--- src/rtl/imem_fetch_ctrl.sv ---
// Fetch sequencer: owns the PC, captures instruction words into a small FIFO, and
// presents them to IF/ID with valid/ready. Optional counters are built under FETCH_PERF_CNT_EN.
module imem_fetch_ctrl #(
  parameter int unsigned       ADDR_W    = 32,
  parameter int unsigned       DATA_W    = 32,
  parameter logic [ADDR_W-1:0] RESET_PC  = '0,
  parameter int unsigned       DEPTH     = 2,
  parameter logic [DATA_W-1:0] HALT_WORD = DATA_W'(32'hFC00_0000)
) (
  input  logic              clk,
  input  logic              rst_n,
  input  logic              start,
  output logic [ADDR_W-1:0] imem_addr,
  input  logic [DATA_W-1:0] imem_instr,
  output logic              out_valid,
  input  logic              out_ready,
  output logic [DATA_W-1:0] out_instr,
  output logic [ADDR_W-1:0] out_pc,
  input  logic              redirect,
  input  logic [ADDR_W-1:0] redirect_pc,
  output logic              halted,
`ifdef FETCH_PERF_CNT_EN
  output logic [31:0]       perf_fetched,
  output logic [31:0]       perf_stall,
`endif
  output logic              busy
);

  localparam int unsigned PTR_W = (DEPTH > 1) ? $clog2(DEPTH) : 1;
  localparam int unsigned CNT_W = $clog2(DEPTH + 1);

  typedef enum logic [1:0] {
    S_IDLE   = 2'd0,
    S_FETCH  = 2'd1,
    S_STALL  = 2'd2,
    S_HALTED = 2'd3
  } state_t;

  state_t            state;
  logic [ADDR_W-1:0] pc;
  logic [DATA_W-1:0] instr_mem [DEPTH];
  logic [ADDR_W-1:0] pc_mem    [DEPTH];
  logic [PTR_W-1:0]  rd_ptr;
  logic [PTR_W-1:0]  wr_ptr;
  logic [PTR_W-1:0]  rd_ptr_nx;
  logic [CNT_W-1:0]  count;
  logic [CNT_W-1:0]  count_nx;
  logic              pop;
  logic              push;
  logic              full;
  logic              flush;
  logic              is_halt;

  assign imem_addr = pc;
  assign full      = (count == CNT_W'(DEPTH));
  assign pop       = out_valid && out_ready;
  assign flush     = redirect && (state != S_IDLE);
  assign push      = (state == S_FETCH) && !redirect && (!full || pop);
  assign is_halt   = (imem_instr == HALT_WORD);
  assign rd_ptr_nx = rd_ptr + PTR_W'(1);
  assign count_nx  = count + CNT_W'(push) - CNT_W'(pop);

  // Sequencer state, PC, FIFO storage and registered head outputs.
  always_ff @(posedge clk or negedge rst_n) begin
    if (!rst_n) begin
      state     <= S_IDLE;
      pc        <= RESET_PC;
      count     <= '0;
      rd_ptr    <= '0;
      wr_ptr    <= '0;
      out_valid <= 1'b0;
      out_instr <= '0;
      out_pc    <= '0;
      halted    <= 1'b0;
      busy      <= 1'b0;
      for (int unsigned i = 0; i < DEPTH; i++) begin
        instr_mem[i] <= '0;
        pc_mem[i]    <= '0;
      end
    end else if (flush) begin
      // Redirect outranks push/pop: drop everything and refetch from the word-aligned target.
      state     <= S_FETCH;
      pc        <= redirect_pc & ~ADDR_W'(3);
      count     <= '0;
      rd_ptr    <= '0;
      wr_ptr    <= '0;
      out_valid <= 1'b0;
      halted    <= 1'b0;
      busy      <= 1'b1;
    end else begin
      if (push) begin
        instr_mem[wr_ptr] <= imem_instr;
        pc_mem[wr_ptr]    <= pc;
        wr_ptr            <= wr_ptr + PTR_W'(1);
      end
      if (pop) begin
        rd_ptr <= rd_ptr_nx;
      end
      count     <= count_nx;
      out_valid <= (count_nx != '0);

      // Head tracks the next entry; it keeps its last value once the FIFO empties.
      if (pop && (count > CNT_W'(1))) begin
        out_instr <= instr_mem[rd_ptr_nx];
        out_pc    <= pc_mem[rd_ptr_nx];
      end else if (push && ((count == '0) || (pop && (count == CNT_W'(1))))) begin
        out_instr <= imem_instr;
        out_pc    <= pc;
      end

      unique case (state)
        S_IDLE: begin
          if (start) begin
            state <= S_FETCH;
            busy  <= 1'b1;
          end
        end
        S_FETCH: begin
          if (push) begin
            if (is_halt) begin
              state  <= S_HALTED;
              halted <= 1'b1;
              busy   <= 1'b0;
            end else begin
              pc <= pc + ADDR_W'(4);
            end
          end else begin
            state <= S_STALL;
          end
        end
        S_STALL: begin
          if (pop) begin
            state <= S_FETCH;
          end
        end
        S_HALTED: begin
        end
        default: begin
        end
      endcase
    end
  end

`ifdef FETCH_PERF_CNT_EN
  // Pushed-word and stalled-cycle counters, free-running modulo 2^32.
  always_ff @(posedge clk or negedge rst_n) begin
    if (!rst_n) begin
      perf_fetched <= '0;
      perf_stall   <= '0;
    end else begin
      if (push) begin
        perf_fetched <= perf_fetched + 32'd1;
      end
      if ((state == S_STALL) || ((state == S_FETCH) && full && !pop)) begin
        perf_stall <= perf_stall + 32'd1;
      end
    end
  end
`endif

endmodule

--- config.mk ---
export PLATFORM = sky130hd
export DESIGN_NAME = imem_fetch_ctrl
export DESIGN_NICKNAME = d
export VERILOG_FILES = /design/src/rtl/imem_fetch_ctrl.sv
export SDC_FILE = /design/constraint.sdc
export NUM_CORES = 1
export LEC_CHECK = 0
export CAP_MARGIN = 15
export CORE_MARGIN = 3
export CORE_UTILIZATION = 30
export CTS_CLUSTER_DIAMETER = 100
export DETAILED_ROUTE_END_ITERATION = 7
export MAX_ROUTING_LAYER = met4
export PLACE_DENSITY = 0.53
export SLEW_MARGIN = 20
export SYNTH_ARGS = -nofsm -noshare
export SYNTH_HDL_FRONTEND = slang
export SYNTH_SLANG_ARGS = --single-unit
--- constraint.sdc ---
create_clock -name clk -period 4.4 [get_ports clk]
set_input_delay 0.88 -clock clk [delete_from_list [all_inputs] [get_ports clk]]
set_output_delay 0.88 -clock clk [all_outputs]
set_load 0.02 [all_outputs]
==> results of run 1 <==
## cell type report
type                            instances  area share
Clock buffer                           42      0.0582
Clock inverter                          6     0.00997
Inverter                                6     0.00168
Multi-Input combinational cell        649       0.335
Sequential cell                       225       0.420
Tap cell                              448      0.0417
Timing Repair Buffer                  179       0.134
## power by group through the flow
stage                     clock network [W]  logic [W]  registers (W)
after global routing                0.00249    0.00402        0.00395
final                               0.00231    0.00365        0.00379
after global placement                    0    0.00366        0.00380
after floorplan                           0    0.00209        0.00395
after CTS                           0.00240    0.00372        0.00381
after detailed placement                  0    0.00371        0.00384
## how the worst max path moves through the flow
stage                         from       endpoint  slack (ns)
CTS                 imem_instr[25]  imem_addr[15]        1.16
floorplan                out_ready      out_valid        1.54
detailed placement  imem_instr[25]  imem_addr[15]        0.59
global route        imem_instr[25]  imem_addr[13]        0.97
global placement    imem_instr[25]  imem_addr[17]        0.62
finish              imem_instr[25]  imem_addr[13]        1.11
## critical path, delay by kind of cell
family	cells	cell delay (ns)
and+or+nand+nor	2	1.17
AOI/OAI and AO/OA	3	0.93
buffers and inverters	2	0.75
## logic make-up (layout without fill, tap and decap cells)
kind of cell | count (synthesis) | after routing
flip-flops | 225 | 225
multiplexers | 186 | 186
other | 1 | 4
buffers and inverters | 76 | 233
AND/OR/NAND/NOR | 242 | 242
adder cells (fa/ha/maj) | 3 | 3
AO/OA/AOI/OAI | 197 | 197
XOR/XNOR | 17 | 17
## cell usage after synthesis (6+ instances only)
cell / instances
nand3_1: 9
mux2_2: 114
nor2_1: 95
nand4_1: 7
clkbuf_1: 46
mux2i_1: 63
a21oi_1: 70
xnor2_1: 10
dfrtp_1: 225
o21ai_0: 82
mux2_1: 9
or3_1: 10
a31oi_1: 13
nand2_1: 90
buf_2: 10
buf_1: 9
nor4_1: 6
xor2_1: 7
## state kept, by name, indices dropped and copies added, names as in the netlist, 2 cells and up
name / cells
count: 2
out_instr: 32
instr_mem: 64
out_pc: 30
imem_addr: 30
state: 2
pc_mem: 60
## per-layer routing
metal	track usage	wire, um	part of all wire	up-vias
li1	-	-	-	3633
met1	0.210	13000	0.48	3720
met2	0.232	12100	0.45	154
met3	0.0292	1370	0.050	45
met4	0.0325	632	0.023	0
met5	-	0	0	-
## stage by stage
| step | std cells | worst slack (ns) | hold WS (ns) | power (W) | instance area [um^2] |
|---|---|---|---|---|---|
| CTS | 1555 | 1.16 | 0.483 | 0.00993 | 13400 |
| floorplan | 950 | 1.54 | 0.449 | 0.00605 | 10400 |
| global route | 1555 | 0.971 | 0.493 | 0.0105 | 13400 |
| global placement | 1507 | 0.622 | 0.462 | 0.00746 | 12500 |
| finish | 1555 | 1.11 | 0.430 | 0.00975 | 13400 |
| detailed placement | 1507 | 0.591 | 0.469 | 0.00755 | 12500 |
==> results.cfg, run 1 <==
[clock_network]
clock_path_buffers = 3
clock-sinks = 225
cts_hold_buf = 0
cts_max_level = 1
cts_tree = done
numCtsBuffers = 27
cts_resized = 0
cts_setup_buffers = 0
cts-root-buf = clkbuf_16
clkLatencyLatePin_ns = 0.54
path_clk_slew_ns = 0.06

[die]
rows = 67
die_w_um = 192
die_area_mm2 = 0.0368
pin_count = 168
die_h_um = 192
design.core.area_mm2 = 0.0338
start_util = 0.307

[sta]
finalSetupViolations = 0
hold_viol_final = 0
worstMarginPinSlew_ns = 1.04
skew_ns = 0.0169
rsz0062_at_grt = false
max_freq_ghz = 0.304
period_share = 0.747
finalSetupTns_ns = 0
drv_slew = 0
slew_headroom = 0.309
min_period_ns = 3.29

[detailed_routing]
wirelength_um = 27100
detail_route.first_pass.iterations = 4
via_per_inst = 4.86
drc_errors = 0
ant_nets = 0
routedWlPerCell_um = 17.4
vias = 7552
drtIter0Drc = 334

[synthesis]
synth-simple-area-share = 0.105
synth_area_leaders = dfrtp_1 54%, mux2_2 12%, mux2i_1 6.1%
synth_xor_area_frac = 0.0144
yosys_warnings = 0
synthAdderAreaFrac = 0.00362
synth_edf_count = 0
synthArstFlopShare = 1.00
synth_compound_area_frac = 0.109
synth_area_leader_cell = dfrtp_1
ys_seq_elements = 225
yosysTopAreaCellShare = 0.543
synth_top_family_by_area = multiplexers
ys_seq_area_frac = 0.543
synth_area_per_cell_um2 = 11.0
synth_area_mm2 = 0.0104
ys.flop_type = dfrtp_1
ys_types = 57
synth_mux_area_frac = 0.194
syn_inst = 947

[setup_path]
timing.rr.start = state[1]
r2r_cells = 10
path_cells = clkdlybuf4s50_1 -> or4b_1 -> nand4bb_1 -> o21ai_1 -> buf_4 -> o21ai_0 -> a31oi_1
slowest_stage = o21ai_1
cp.arrival_ns = 3.75
rrSetupSlack_ns = 1.69
crit_path_start_kind = input pin
cp_max_fo = 9
endpoint_kind = flip-flop
path_class = input pin to flip-flop
cp.required_ns = 4.86
cp_slowest_stage_delay_ns = 0.66
reg2reg_to = out_valid

[global_route]
antenna_found_initial = 0
grt_pass1_wl_um = 43500
grt_overflow = 0
grt_pass1_vias = 7527
grt_max_degree = 121
track_usage = 0.152

[pwr]
ir_drop_v = 0.000347
leakagePower_nw = 5.39
swShare = 0.346
p_int_w = 0.00637
switching_power_w = 0.00337
p_per_area_mw_per_mm2 = 726
pwr-share-clk = 0.237
power_frac_comb = 0.375
seqPwrFrac = 0.389

[placed_design]
dp_hpwl_um = 17500
gp_congestion = 0.745
portBuffers = 161

[cells_and_area]
layout.nets = 1160
antenna_cells = 0
drive_gt1_frac = 0.170
seq_area_mm2 = 0.00563
final_cell_mix = 224 x dfrtp_1, 160 x clkdlybuf4s50_1, 114 x mux2_2
final_common_cell = dfrtp_1
final_core_util = 0.397
area_growth_pct = 29.4
multi_input_comb_area_mm2 = 0.00449
fillers = 3313

[job]
drv_cap = 0

[min_path]
min_path_type = input pin to async pin

[run_status]
status = finished clean
(Power assumes the default switching activity.)
==> run 2, diff against run 1 <==
==> constraint.sdc (replaced) <==
create_clock -name clk -period 3.3 [get_ports clk]
set_input_delay 0.66 -clock clk [delete_from_list [all_inputs] [get_ports clk]]
set_output_delay 0.66 -clock clk [all_outputs]
set_load 0.02 [all_outputs]
==> run 2 against run 1 <==
First-iteration DRC count is 24% lower. Die area stayed put. Worst setup slack worse by 0.33 ns. Via count is 0.20% higher. Combinational power is 39% higher. Core utilization is 0.61 points higher. Clock power is 34% higher. Global-route usage is 0.096 points higher. Critical path type unchanged. Critical endpoint is now imem_addr[3]. Largest power group is now combinational logic.
==> results.cfg, run 2 (synthesis results as in run 1) <==
[run_status]
status = finished clean

[cells_and_area]
layout.nets = 1177
final_common_cell = dfrtp_1
drive_gt1_frac = 0.189
antenna_cells = 0
area_growth_pct = 31.4
largest_register_ffs = 64
reg.largest.list = instr_mem (64), pc_mem (60), out_instr (32)
regMostFlops = instr_mem
final_cell_mix = 224 x dfrtp_1, 160 x clkdlybuf4s50_1, 114 x mux2_2

[detailed_routing]
routedWlPerCell_um = 17.2
drc_errors = 0
dr_wl_met2_um = 12200
via_per_inst = 4.81
drtIter0Drc = 254
m1WireLength_um = 13100
wirelength_um = 27100
detail_route.first_pass.iterations = 4
met3_length_um = 1310
vias = 7567
top_layer = met4
ant_nets = 0

[pwr]
power_w = 0.0131
leakagePower_nw = 5.52
switching_power_w = 0.00453
swShare = 0.346
power_frac_comb = 0.387
pwr-share-clk = 0.236
ir_drop_v = 0.000517
p_int_w = 0.00859
seqPwrFrac = 0.378
p_per_area_mw_per_mm2 = 962

[global_route]
track_usage = 0.153
grt_pass1_vias = 7642
grt_pass1_wl_um = 43900
grt_max_degree = 101
grt_overflow = 0
antenna_found_initial = 0

[clock_network]
clock_path_buffers = 3
numCtsBuffers = 27
path_clk_slew_ns = 0.06
clkLatencyLatePin_ns = 0.53
clock-sinks = 225
cts_setup_buffers = 0
cts_max_level = 1
cts_tree = done
cts_hold_buf = 0
cts-root-buf = clkbuf_16
cts_resized = 0

[sta]
worstMarginPinSlew_ns = 0.748
min_period_ns = 2.52
hold_viol_final = 0
skew_ns = 0.0181
max_freq_ghz = 0.397
slew_headroom = 0.502
drv_slew = 0
rsz0062_at_grt = false
period_share = 0.763
finalSetupTns_ns = 0
finalSetupViolations = 0

[die]
rows = 67
design.core.area_mm2 = 0.0338
die_w_um = 192
pin_count = 168
die_area_mm2 = 0.0368
start_util = 0.307
die_h_um = 192

[setup_path]
crit_path_start_kind = input pin
crit_start = imem_instr[25]
timing.rr.start = imem_addr[3]
rrSetupSlack_ns = 0.86
path_cells = clkdlybuf4s50_1 -> or4b_1 -> nand4bb_1 -> buf_4 -> o21ai_1 -> buf_4 -> mux2i_1 -> o21ai_0
cp-endpoint = imem_addr[3]
crit_path_frequent_cell = buf_4
r2r_cells = 6
cp_max_fo = 12
path_class = input pin to flip-flop
cp.required_ns = 3.72
slowest_stage = or4b_1
cp.arrival_ns = 2.94
cp_slowest_stage_delay_ns = 0.62
reg2reg_to = imem_addr[22]
endpoint_kind = flip-flop

[placed_design]
portBuffers = 161
dp_hpwl_um = 17900
gp_congestion = 0.772

[min_path]
min_path_type = input pin to async pin

[job]
drv_cap = 0
-- run 2: cell types whose count changed in the layout (fill, tap and decap cells not counted) --
cell,change
clkbuf_8,+4
clkinv_2,+5
buf_12,+4
buf_4,+13
clkbuf_1,-6
bufinv_16,-1
-- run 2: layout make-up --
cell class | count | area (um^2)
well taps | 448 | 561
flip-flops and latches | 225 | 5630
repair buffers | 196 | 1980
clock inverters | 10 | 129
clock buffers | 40 | 815
fillers | 3273 | 20200
multi-input cells | 649 | 4490
inverters | 6 | 22.5
-- run 2: worst min path at each step --
stage | startpoint | endpoint | cells after the start
after floorplan | rst_n | busy | 0
after global placement | out_instr[19] | out_instr[19] | 2
after detailed placement | out_instr[26] | out_instr[26] | 2
after CTS | rst_n | instr_mem[63] | 1
after global routing | rst_n | out_instr[7] | 1
final | rst_n | out_instr[7] | 1
-- run 2: critical path, delay by kind of cell --
| family | cells | cell delay [ns] |
|---|---|---|
| simple gates | 2 | 0.86 |
| mux | 1 | 0.18 |
| compound gates | 2 | 0.30 |
| buf+inv | 3 | 0.93 |
-- run 2: power groups by stage --
stage | clock, W | combinational [W] | sequential, W
final | 0.00309 | 0.00507 | 0.00495
after global routing | 0.00332 | 0.00558 | 0.00516
after CTS | 0.00320 | 0.00518 | 0.00497
after detailed placement | 0 | 0.00516 | 0.00501
after global placement | 0 | 0.00509 | 0.00497
after floorplan | 0 | 0.00279 | 0.00527
-- run 2: layer usage --
| layer | GRT usage | vias to the layer above |
|---|---|---|
| li1 | - | 3669 |
| met1 | 0.214 | 3720 |
| met2 | 0.236 | 149 |
| met3 | 0.0261 | 29 |
| met4 | 0.0271 | 0 |
| met5 | - | - |
-- run 2: metrics by stage --
stage	worst slack (ns)	utilization	cells	hold WS [ns]	instance area (um^2)
after global placement	0.307	0.376	1524	0.462	12700
after CTS	0.820	0.404	1574	0.193	13600
after floorplan	0.662	-	950	0.364	10400
final	0.781	0.404	1574	0.166	13600
after detailed placement	0.265	0.376	1524	0.470	12700
after global routing	0.592	0.404	1574	0.236	13600
==> run 3, diff against run 2 <==
--- a/config.mk
+++ b/config.mk
@@ -11,7 +11,7 @@
 export CTS_CLUSTER_DIAMETER = 100
 export DETAILED_ROUTE_END_ITERATION = 7
 export MAX_ROUTING_LAYER = met4
-export PLACE_DENSITY = 0.53
+export PLACE_DENSITY = 0.55
 export SLEW_MARGIN = 20
 export SYNTH_ARGS = -nofsm -noshare
 export SYNTH_HDL_FRONTEND = slang
==> constraint.sdc (replaced) <==
create_clock -name clk -period 2.2 [get_ports clk]
set_input_delay 0.44 -clock clk [delete_from_list [all_inputs] [get_ports clk]]
set_output_delay 0.44 -clock clk [all_outputs]
set_load 0.02 [all_outputs]
==> run 3 against run 2 <==
First-iteration DRC count is 9.4% higher. Final area up 5.4%. Count of clock-buffer cells in the layout rose by 1. Final cell count grew 4.6%. Worst setup slack lost 0.72 ns. Flip-flop and latch count did not move. Clock power is 38% higher. Clock skew shrank 0.0040 ns. Combinational power rose by 68%. Largest power group unchanged.
==> results.cfg, run 3 (synthesis results as in run 1) <==
[setup_path]
rrSetupSlack_ns = 0.09
path_class = input pin to flip-flop
path_cells = clkdlybuf4s50_1 -> or4b_4 -> nor4bb_2 -> buf_4 -> a211oi_4 -> buf_4 -> xnor2_1 -> o21ai_0
crit_path_start_kind = input pin
path_depth = 8
cp_slowest_stage_delay_ns = 0.58
cp_max_fo = 8
crit_path_frequent_cell = buf_4
cp_num_buf_inv = 3
cp.arrival_ns = 2.54
path_delay_family = simple AND/OR/NAND/NOR gates
endpoint_kind = flip-flop
r2r_cells = 6
slowest_stage = or4b_4
cp.required_ns = 2.60

[detailed_routing]
drtIter0Drc = 278
drc_errors = 0
routedWlPerCell_um = 17.2
wirelength_um = 28400
via_per_inst = 4.84
ant_nets = 0
detail_route.first_pass.iterations = 4
vias = 7976

[pwr]
power_w = 0.0200
leakagePower_nw = 5.93
swShare = 0.349
pwr-share-clk = 0.213
seqPwrFrac = 0.361
p_per_area_mw_per_mm2 = 1390
switching_power_w = 0.00697
p_int_w = 0.0130
ir_drop_v = 0.000805
power_frac_comb = 0.426

[cells_and_area]
area_growth_pct = 38.5
layout.nets = 1254
final_cell_mix = 215 x dfrtp_1, 153 x clkdlybuf4s50_1, 114 x mux2_2
final_common_cell = dfrtp_1
reg.largest.list = instr_mem (64), pc_mem (60), out_instr (32)
antenna_cells = 0
largest_register_ffs = 64
regMostFlops = instr_mem
fillers = 3236
drive_gt1_frac = 0.251

[clock_network]
cts_max_level = 1
numCtsBuffers = 27
cts-root-buf = clkbuf_16
cts_tree = done
clkLatencyLatePin_ns = 0.53
clock_path_buffers = 3
path_clk_slew_ns = 0.06
clock-sinks = 225

[sta]
max_freq_ghz = 0.467
finalSetupViolations = 0
period_share = 0.973
hold_viol_final = 0
drv_slew = 0
min_period_ns = 2.14
holdWs_ns = 0.423
skew_ns = 0.0141
worst_slack_ns = 0.0588
rsz0062_at_grt = true

[min_path]
min_path_type = input pin to async pin

[placed_design]
dp_hpwl_um = 19600
gp_congestion = 0.770
place_ws_ns = -0.504
portBuffers = 161

[global_route]
grt_overflow = 0
grt_pass1_vias = 8023
track_usage = 0.158
antenna_found_initial = 0
grt_pass1_wl_um = 45300
grt_max_degree = 54

[die]
die_w_um = 192
start_util = 0.307
pin_count = 168
die_area_mm2 = 0.0368
rows = 67
design.core.area_mm2 = 0.0338
die_h_um = 192

[job]
drv_cap = 0

[run_status]
status = finished clean
[run 3: final timing paths]
kind,from,end
worst min register to register,out_instr[22],out_instr[22]
worst max-delay path,imem_instr[25],imem_addr[16]
max in group asynchronous,rst_n,imem_addr[25]
min in group clk,redirect_pc[16],imem_addr[16]
worst max register to register,imem_addr[2],imem_addr[22]
worst min-delay path,rst_n,out_instr[8]
[run 3: routing by layer]
metal  routed length (um)  track usage  share of wire  vias up
li1                     -            -              -     3825
met1                13600        0.217           0.48     3951
met2                12800        0.246           0.45      157
met3                 1350       0.0287          0.047       43
met4                  612       0.0350          0.022        0
met5                    0            -              0        -
[run 3: power groups by stage]
stage	registers, W	clock network, W	logic (W)
detailed placement	0.00729	0	0.00861
finish	0.00722	0.00425	0.00850
global placement	0.00721	0	0.00849
global route	0.00747	0.00459	0.00932
CTS	0.00723	0.00441	0.00864
floorplan	0.00792	0	0.00423
[run 3: per-stage QoR]
stage / cell area, um^2 / util / setup TNS, ns / instances
floorplan: 10400 / - / -0.00299 / 950
global placement: 13400 / 0.397 / -31.94 / 1596
detailed placement: 13400 / 0.397 / -36.50 / 1596
CTS: 14300 / 0.422 / 0 / 1643
global route: 14400 / 0.425 / -0.0273 / 1647
finish: 14400 / 0.425 / 0 / 1647
[run 3: layout make-up]
type	instances	area [um^2]	area share
multi-input combinational	649	4570	0.318
clock inverter	5	62.6	0.00435
sequential	225	5650	0.393
timing repair buffer	273	2720	0.190
inverter	6	28.8	0.00200
clock buffer	41	778	0.0542
tap	448	561	0.0390
[run 3: what timing repair did]
action	CTS	global route
setup endpoints to repair	2	28
endpoints found under the hold margin	46	0
pin swaps	1	3
hold buffers	1	0
gates resized for setup	1	18
setup buffers	0	4
